File: src/rtl/cpu_register_bank_if.sv
// Memory-side bus of the register bank's bulk-transfer sequencer.
// The master (register bank) issues one request at a time and holds it
// until the slave (data memory) answers with mem_ready.
interface cpu_register_bank_if #(
   parameter int DATA_W = 8,
   parameter int ADDR_W = 12
);
   logic [ADDR_W-1:0] mem_addr;
   logic [DATA_W-1:0] mem_wdata;
   logic              mem_we;
   logic              mem_re;
   logic [DATA_W-1:0] mem_rdata;
   logic              mem_ready;

   modport master (
      output mem_addr,
      output mem_wdata,
      output mem_we,
      output mem_re,
      input  mem_rdata,
      input  mem_ready
   );

   modport slave (
      input  mem_addr,
      input  mem_wdata,
      input  mem_we,
      input  mem_re,
      output mem_rdata,
      output mem_ready
   );
endinterface

File: src/rtl/cpu_register_bank.sv
// General-purpose register file with combinational Vx/Vy/flag reads, one
// host write port plus a dedicated flag write, and a sequencer that copies
// V0..Vlast to or from data memory for the register-range store/load ops.
module cpu_register_bank #(
   parameter int  DATA_W   = 8,
   parameter int  NUM_REGS = 16,
   parameter int  FLAG_IDX = 15,
   parameter int  ADDR_W   = 12,
   localparam int SEL_W    = $clog2(NUM_REGS)
) (
   input  logic                clk,
   input  logic                rst,
   input  logic [SEL_W-1:0]    x,
   input  logic [SEL_W-1:0]    y,
   output logic [DATA_W-1:0]   vx,
   output logic [DATA_W-1:0]   vy,
   output logic [DATA_W-1:0]   vf,
   input  logic                wx,
   input  logic [DATA_W-1:0]   nx,
   input  logic                wf,
   input  logic [DATA_W-1:0]   nf,
   input  logic                bulk_start,
   input  logic                bulk_dir,
   input  logic [SEL_W-1:0]    bulk_last,
   input  logic [ADDR_W-1:0]   bulk_base,
   output logic                busy,
   output logic                done,
   cpu_register_bank_if.master mem
);

   typedef enum logic [1:0] {
      ST_IDLE = 2'd0,
      ST_XFER = 2'd1,
      ST_DONE = 2'd2
   } state_t;

   state_t              state_q, state_d;
   logic                dir_q, dir_d;      // 1 = load registers from memory
   logic [SEL_W-1:0]    last_q, last_d;
   logic [SEL_W-1:0]    idx_q, idx_d;
   logic [ADDR_W-1:0]   base_q, base_d;
   logic [DATA_W-1:0]   regs_q [NUM_REGS];
   logic [DATA_W-1:0]   regs_d [NUM_REGS];

   logic                host_we;           // host writes allowed (sequencer not busy)
   logic                load_we;           // memory data lands in Vreg[idx] this cycle

   // Reads come straight from the flops, so loads show up one cycle after mem_ready.
   assign vx = regs_q[x];
   assign vy = regs_q[y];
   assign vf = regs_q[FLAG_IDX];

   // Sequencer next state and bus outputs; requests are a pure function of
   // the latched transfer so they stay stable while memory stalls.
   always_comb begin
      state_d        = state_q;
      dir_d          = dir_q;
      last_d         = last_q;
      idx_d          = idx_q;
      base_d         = base_q;
      host_we        = 1'b0;
      load_we        = 1'b0;
      busy           = 1'b0;
      done           = 1'b0;
      mem.mem_addr   = '0;
      mem.mem_wdata  = '0;
      mem.mem_we     = 1'b0;
      mem.mem_re     = 1'b0;

      case (state_q)
         ST_IDLE: begin
            host_we = 1'b1;
            if (bulk_start) begin
               dir_d   = bulk_dir;
               last_d  = bulk_last;
               base_d  = bulk_base;
               idx_d   = '0;
               state_d = ST_XFER;
            end
         end

         ST_XFER: begin
            busy         = 1'b1;
            mem.mem_addr = base_q + ADDR_W'(idx_q);   // wraps modulo 2^ADDR_W
            if (dir_q) begin
               mem.mem_re = 1'b1;
               load_we    = mem.mem_ready;
            end else begin
               mem.mem_we    = 1'b1;
               mem.mem_wdata = regs_q[idx_q];
            end
            if (mem.mem_ready) begin
               if (idx_q == last_q) begin
                  state_d = ST_DONE;
               end else begin
                  idx_d = idx_q + 1'b1;
               end
            end
         end

         ST_DONE: begin
            // Not busy any more: host writes are accepted, but a new start
            // is only recognised once back in IDLE.
            done    = 1'b1;
            host_we = 1'b1;
            state_d = ST_IDLE;
         end

         default: begin
            state_d = ST_IDLE;
         end
      endcase
   end

   // Register file next values; flag write is applied after the Vx write so it wins.
   always_comb begin
      for (int i = 0; i < NUM_REGS; i++) begin
         regs_d[i] = regs_q[i];
         if (host_we && wx && (x == SEL_W'(i))) begin
            regs_d[i] = nx;
         end
         if (host_we && wf && (i == FLAG_IDX)) begin
            regs_d[i] = nf;
         end
         if (load_we && (idx_q == SEL_W'(i))) begin
            regs_d[i] = mem.mem_rdata;
         end
      end
   end

   // State and register file flops; reset aborts any transfer and clears all registers.
   always_ff @(posedge clk) begin
      if (rst) begin
         state_q <= ST_IDLE;
         dir_q   <= 1'b0;
         last_q  <= '0;
         idx_q   <= '0;
         base_q  <= '0;
         for (int i = 0; i < NUM_REGS; i++) begin
            regs_q[i] <= '0;
         end
      end else begin
         state_q <= state_d;
         dir_q   <= dir_d;
         last_q  <= last_d;
         idx_q   <= idx_d;
         base_q  <= base_d;
         for (int i = 0; i < NUM_REGS; i++) begin
            regs_q[i] <= regs_d[i];
         end
      end
   end

endmodule
File: src/flat_wrapper.sv
// flat-port wrapper written by rule: the top's interface ports become plain ports
module cpu_register_bank_flat 
#(
   parameter int  DATA_W   = 8,
   parameter int  NUM_REGS = 16,
   parameter int  FLAG_IDX = 15,
   parameter int  ADDR_W   = 12,
   localparam int SEL_W    = $clog2(NUM_REGS)
)
  (clk, rst, x, y, vx, vy, vf, wx, nx, wf, nf, bulk_start, bulk_dir, bulk_last, bulk_base, busy, done, mem_mem_addr, mem_mem_wdata, mem_mem_we, mem_mem_re, mem_mem_rdata, mem_mem_ready);
  cpu_register_bank_if #(.DATA_W(DATA_W), .ADDR_W(ADDR_W)) mem_i ();
  input  logic clk;
  input  logic rst;
  input  logic [SEL_W-1:0] x;
  input  logic [SEL_W-1:0] y;
  output logic [DATA_W-1:0] vx;
  output logic [DATA_W-1:0] vy;
  output logic [DATA_W-1:0] vf;
  input  logic wx;
  input  logic [DATA_W-1:0] nx;
  input  logic wf;
  input  logic [DATA_W-1:0] nf;
  input  logic bulk_start;
  input  logic bulk_dir;
  input  logic [SEL_W-1:0] bulk_last;
  input  logic [ADDR_W-1:0] bulk_base;
  output logic busy;
  output logic done;
  output wire logic [$bits(mem_i.mem_addr)-1:0] mem_mem_addr;
  output wire logic [$bits(mem_i.mem_wdata)-1:0] mem_mem_wdata;
  output wire logic [$bits(mem_i.mem_we)-1:0] mem_mem_we;
  output wire logic [$bits(mem_i.mem_re)-1:0] mem_mem_re;
  input wire logic [$bits(mem_i.mem_rdata)-1:0] mem_mem_rdata;
  input wire logic [$bits(mem_i.mem_ready)-1:0] mem_mem_ready;
  assign mem_mem_addr = mem_i.mem_addr;
  assign mem_mem_wdata = mem_i.mem_wdata;
  assign mem_mem_we = mem_i.mem_we;
  assign mem_mem_re = mem_i.mem_re;
  assign mem_i.mem_rdata = mem_mem_rdata;
  assign mem_i.mem_ready = mem_mem_ready;
  cpu_register_bank #(.DATA_W(DATA_W), .NUM_REGS(NUM_REGS), .FLAG_IDX(FLAG_IDX), .ADDR_W(ADDR_W)) u_core (.clk(clk), .rst(rst), .x(x), .y(y), .vx(vx), .vy(vy), .vf(vf), .wx(wx), .nx(nx), .wf(wf), .nf(nf), .bulk_start(bulk_start), .bulk_dir(bulk_dir), .bulk_last(bulk_last), .bulk_base(bulk_base), .busy(busy), .done(done), .mem(mem_i));
endmodule
File: config.mk
export PLATFORM = sky130hd
export DESIGN_NAME = cpu_register_bank_flat
export DESIGN_NICKNAME = d
export VERILOG_FILES = /design/src/rtl/cpu_register_bank_if.sv /design/src/rtl/cpu_register_bank.sv /design/src/flat_wrapper.sv
export SDC_FILE = /design/constraint.sdc
export NUM_CORES = 1
export LEC_CHECK = 0
export ABC_AREA = 1
export CORE_UTILIZATION = 25
export DETAILED_ROUTE_END_ITERATION = 12
export PLACE_DENSITY = 0.43
export SLEW_MARGIN = 20
export SYNTH_ARGS = -nofsm -noshare
export SYNTH_HDL_FRONTEND = slang
export SYNTH_SLANG_ARGS = --single-unit
File: constraint.sdc
create_clock -name clk -period 2.1 [get_ports clk]
set_input_delay 0.315 -clock clk [delete_from_list [all_inputs] [get_ports clk]]
set_output_delay 0.315 -clock clk [all_outputs]
set_load 0.01 [all_outputs]
# After elaboration in Yosys (flattened, before gate mapping)
# Memories as Yosys holds them, arrays and structs flattened. A register that Yosys moved wholly into a read port is not among the register bits.
# Index checks and enable logic that the tools add are counted.
[classes]
mux = 74
n_eq_ne = 52
addsub = 2
bitwise = 16
reduce_logical = 57
[ops]
columns = ["cell", "count"]
rows = [
  ["two-way mux 8 bit", 51],
  ["== test 4 bit (second input constant)", 16],
  ["inequality test 2 bit (second input constant)", 18],
  ["logical AND 1 bit", 34],
  ["== test 4 x 3 -> 1 bit (second input constant)", 8],
  ["AND reduction 2 bit", 16],
  ["two-way mux 4 bit", 5],
  ["== test 4 x 2 -> 1 bit (second input constant)", 4],
  ["OR 1 bit", 16],
  ["adder 12 x 4 -> 12 bit", 1],
  ["two-way mux 1 bit", 12],
  ["two-way mux 12 bit", 1],
  ["== test 4 x 1 -> 1 bit (second input constant)", 2],
  ["zero test 4 bit", 2],
  ["case mux 4 bit (2 select lines)", 1],
  ["two-way mux 2 bit", 3],
  ["adder 4 x 1 -> 4 bit (second input constant)", 1],
  ["== test 4 bit", 1],
  ["case mux 2 bit (2 select lines)", 1],
  ["AND reduction 4 bit", 1],
  ["AND reduction 3 bit", 1],
  ["== test 2 x 1 -> 1 bit (second input constant)", 1],
  ["== test 2 bit (second input constant)", 1],
  ["zero test 2 bit", 1],
  ["other kinds (3)", 3],
]
[word_totals]
out_inout_bits = 48
ff_bits = 23
memories = 1
ramBits = 128
word_cells = 207
input_bits = 55
[memory_table]
columns = ["memory", "words", "width", "rd", "rd_clocked_by_memory_dff", "write_ports", "line_no", "rtl"]
rows = [
  ["u_core.regs_q", 16, 8, 4, 1, 16, "cpu_register_bank.sv:42", "logic [DATA_W-1:0] regs_q [NUM_REGS];"],
]

# Depth between registers and ports, before layout
[logic_depth]
word_depth = 9
mapped_depth = 10
ltp_nobuf = 9

# Least setup slack after synthesis
# OpenSTA, ideal clock, no wires.
[synth_timing]
path_kind = "reg2reg"
start = "register u_core.state_q[0]"
end = "memory u_core.regs_q[10][0], enable pin"
t_arrival_ns = 1.506
path_stages_with_launch = 7
setup_time_ns = 0.376
required_ns = 1.724
path_buffers = 2
setup_slack_ns = 0.217
period_less_slack_ns = 1.883
path_cell_list = "dfxtp_1 -> nand2_2 -> nor2_8 -> buf_6 -> nand4_2 -> clkbuf_1 -> o211ai_1"
[synth_lines]
columns = ["element", "line_no", "rtl"]
rows = [
  ["start, declared", "cpu_register_bank.sv:37", "state_t state_q, state_d;"],
  ["start signal, assigned", "cpu_register_bank.sv:143", "state_q <= state_d;"],
  ["end, declared", "cpu_register_bank.sv:42", ""],
]

==> flow_metrics.tcl <==
set metrics [dict create \
    status "complete, but fails checks" \
    violations "negative setup slack" \
    syn_area_mm2 0.0112 \
    die_h_um 214 \
    power.density_mw_per_mm2 705 \
    tightest_slew_ns 0.691 \
    drt_iter0_markers 1087 \
    yosysTopAreaCell "edfxtp_1" \
    vias 12400 \
    yosysUniqueCellTypes 30 \
    finish.utilization_pct 36.1 \
    setup_slack_ns -0.208 \
    drtPass1Iterations 5 \
    synth-seq-cells 155 \
    syn_to_final_growth_pct 42.4 \
    track_usage_pct 23.3 \
    die_w_um 214 \
    criticalPathCategory "reg -> out" \
    start_util_pct 25.4 \
    r2r-start "u_core.idx_q[0]" \
    seqPwrFrac_pct 34.2 \
    finalWirelength_um 52300 \
    pre_cts_slack_ns -0.549 \
    relSlewSlack_pct 53.8 \
    wl_per_cell_um 21.2 \
    critPathMaxStageDelay_ns 0.49 \
    multiInputGateArea_mm2 0.00654 \
    overflow 0 \
    layout.cells.non_filler 2464 \
    htree_levels 4 \
    fmax_ghz 0.433 \
    diodes 0 \
    dpl.hpwl_um 40000 \
    synth_warnings 0 \
    cpLargestDelayFamily "flip-flops" \
    cp_cell_sequence "buf_8 -> buf_6 -> nor2_1 -> nor2_1 -> nand2_1 -> nand3_2 -> nand3_2 -> a21oi_4 -> buf_6" \
    p_int_mw 7.19 \
    ir_worst_vdd_uv 592 \
    routed.top_layer "met4" \
    rsz0062_at_grt "true" \
    met2RoutedLength_um 24400 \
    finalCritPeriodShare_pct 110 \
    p_sw_share_pct 36.1 \
    routed-wl-met3_um 2800 \
    synth.avg_cell_area_um2 6.97 \
    gp_congestion 1.01 \
    portBuffers 102 \
    hold_viol 0 \
    grt_pass1_wl_um 77000 \
    cts_tree "built" \
    yosysTopAreaCellShare_pct 32.1 \
    grt_max_degree 47 \
    row_count 77 \
    antenna_found_initial 1 \
    worstHoldStart "u_core.last_q[3]" \
    crit_fanout 7 \
    cts_root_buf "clkbuf_16" \
    synth_cells 1610 \
    switchingPower_mw 4.07 \
    maxCapViolCount 0 \
    arrival_ns 1.99 \
    seq_area_mm2 0.00433 \
    nNetsFinal 1923 \
    p_leak_nw 6.51 \
    drive_gt1_share_pct 29.4 \
    drt-vias-per-instance 5.04 \
    path_clk_slew_ns 0.07 \
    cp.required_ns 1.78 \
    cpMaxStageDelayCell "dfxtp_4" \
    period_needed_ns 2.31 \
    ys_seq_area_share_pct 38.4 \
    finalSetupViolCount 15 \
    dieArea_mm2 0.0457 \
    grt_pass1_vias 11800 \
    fill_cells 4623 \
    final_antenna_net_count 0 \
    end_kind "primary output" \
    comb_power_share_pct 37.8 \
    clockPowerShare_pct 28.0 \
    drv_slew 0 \
    worst_clock_skew_ns 0.0147 \
    wl_met1_um 23900 \
    worstSkewPairLatency_ns 0.45 \
    holdCritPathClass "reg -> reg" \
    ys_top_cells_by_area "edfxtp_1 (32%), nand2_1 (12%), o21ai_0 (10%)" \
    ios 103 \
    syn_nets 1674 \
    clock-sinks 155 \
    dp.cells 2392 \
    coreArea_mm2 0.0442 \
    numCtsBuffers 17 \
    path_buf_inv 3 \
    worstSetupStartpointType "flip-flop" \
    drc 0 \
    clockBufferDepth 2 \
]
sequential cells by signal, indices dropped and copies added (netlist names), named ones only:
register and flops:
u_core.state_q 2, u_core.last_q 4, u_core.base_q 12, u_core.regs_q 128, u_core.idx_q 4, u_core.dir_q 1
worst min-delay path, cell delays in order (launching register included):
cell     delay [ns]
dfxtp_1        0.31
inv_1          0.07
a21oi_1        0.06
metrics by stage:
step	cell area (um^2)	total power [mW]	hold WS, ns	setup TNS [ns]
global route	16000	11.8	0.491	-3.14
floorplan	11200	5.64	0.444	0
global placement	14500	7.46	0.462	-49.66
detailed placement	14500	7.48	0.471	-47.94
finish	16000	11.3	0.480	-1.83
CTS	15700	11.1	0.472	-2.13
cells in the mapped netlist:
cell      number
inv_2          4
clkinv_1       2
xnor2_1        1
o21a_1         1
a21oi_1      189
nor3_1         3
dfxtp_1       35
or2_0         12
buf_6          1
nand3_1      118
nand4_1       10
nand2_2        1
or2_2         77
fa_1           1
buf_2          9
o21ai_0      225
nor2_8         1
nand4_4        5
ha_1           8
inv_1        115
o21ai_1        1
edfxtp_1     120
nand2_1      363
a21boi_1       1
and2_1         1
buf_1         18
nand4_2       10
nor2_1       137
o211ai_1      58
clkbuf_1      83
repair_timing:
action | 4_1_cts | 5_1_grt
pin swaps | 41 | 46
endpoints found under the setup margin | 38 | 63
endpoints found under the hold margin | 0 | 0
cloned | 5 | 1
hold buffers | 0 | 0
gates resized for setup | 254 | 114
setup buffers | 22 | 13
cells in the final DEF (no fill, tap or decap), drive strengths merged:
master	instances
or2	89
xnor2	1
nand3	118
clkinvlp	5
bufinv	2
clkdlybuf4s15	1
dlygate4sd2	5
buf	267
nand4	25
and2	1
a21boi	1
clkdlybuf4s50	57
o211ai	58
fa	1
o21a	1
o21ai	226
dfxtp	35
ha	8
nand2	364
a21oi	189
nor2	138
clkinv	7
inv	119
clkbuf	29
nor3	3
dlymetal6s2s	1
bufbuf	1
edfxtp	120
power groups by stage:
stage | sequential [mW] | combinational, mW | clock, mW
floorplan | 3.73 | 1.90 | 0
global placement | 3.86 | 3.60 | 0
detailed placement | 3.86 | 3.62 | 0
CTS | 3.82 | 4.08 | 3.20
global route | 3.86 | 4.63 | 3.31
finish | 3.85 | 4.26 | 3.16
area by class of cell:
type                       count  area share (%)
clock buffer                  20            2.80
tap                          592            4.64
multi-input combinational   1223            41.0
timing repair buffer         341            20.7
sequential                   155            27.1
clock inverter                12           0.901
inverter                     121            2.91
cell families (layout without fill, tap and decap cells):
group,after synthesis,in the layout,share of synthesized area (%)
flops,155,155,38.4
buf+inv,232,494,7.93
fa+ha+maj,9,9,1.07
simple gates,738,738,30.0
xor+xnor,1,1,0.0781
compound gates,475,475,22.5
path summary, 6_finish.rpt:
kind,cells past startpoint,slack [ns],endpoint
max reg2reg,7,0.11,u_core.regs_q[6][0]
min reg2reg,2,0.48,u_core.last_q[3]
min,2,0.48,u_core.last_q[3]
max,9,-0.21,mem_mem_wdata[6]
metal layers:
metal,GRT usage (%),vias up
met5,0,-
met4,7.00,0
met3,2.64,82
met2,38.5,430
met1,31.8,5929
li1,-,5973
Note: power is estimated with default switching activity, not from simulation.
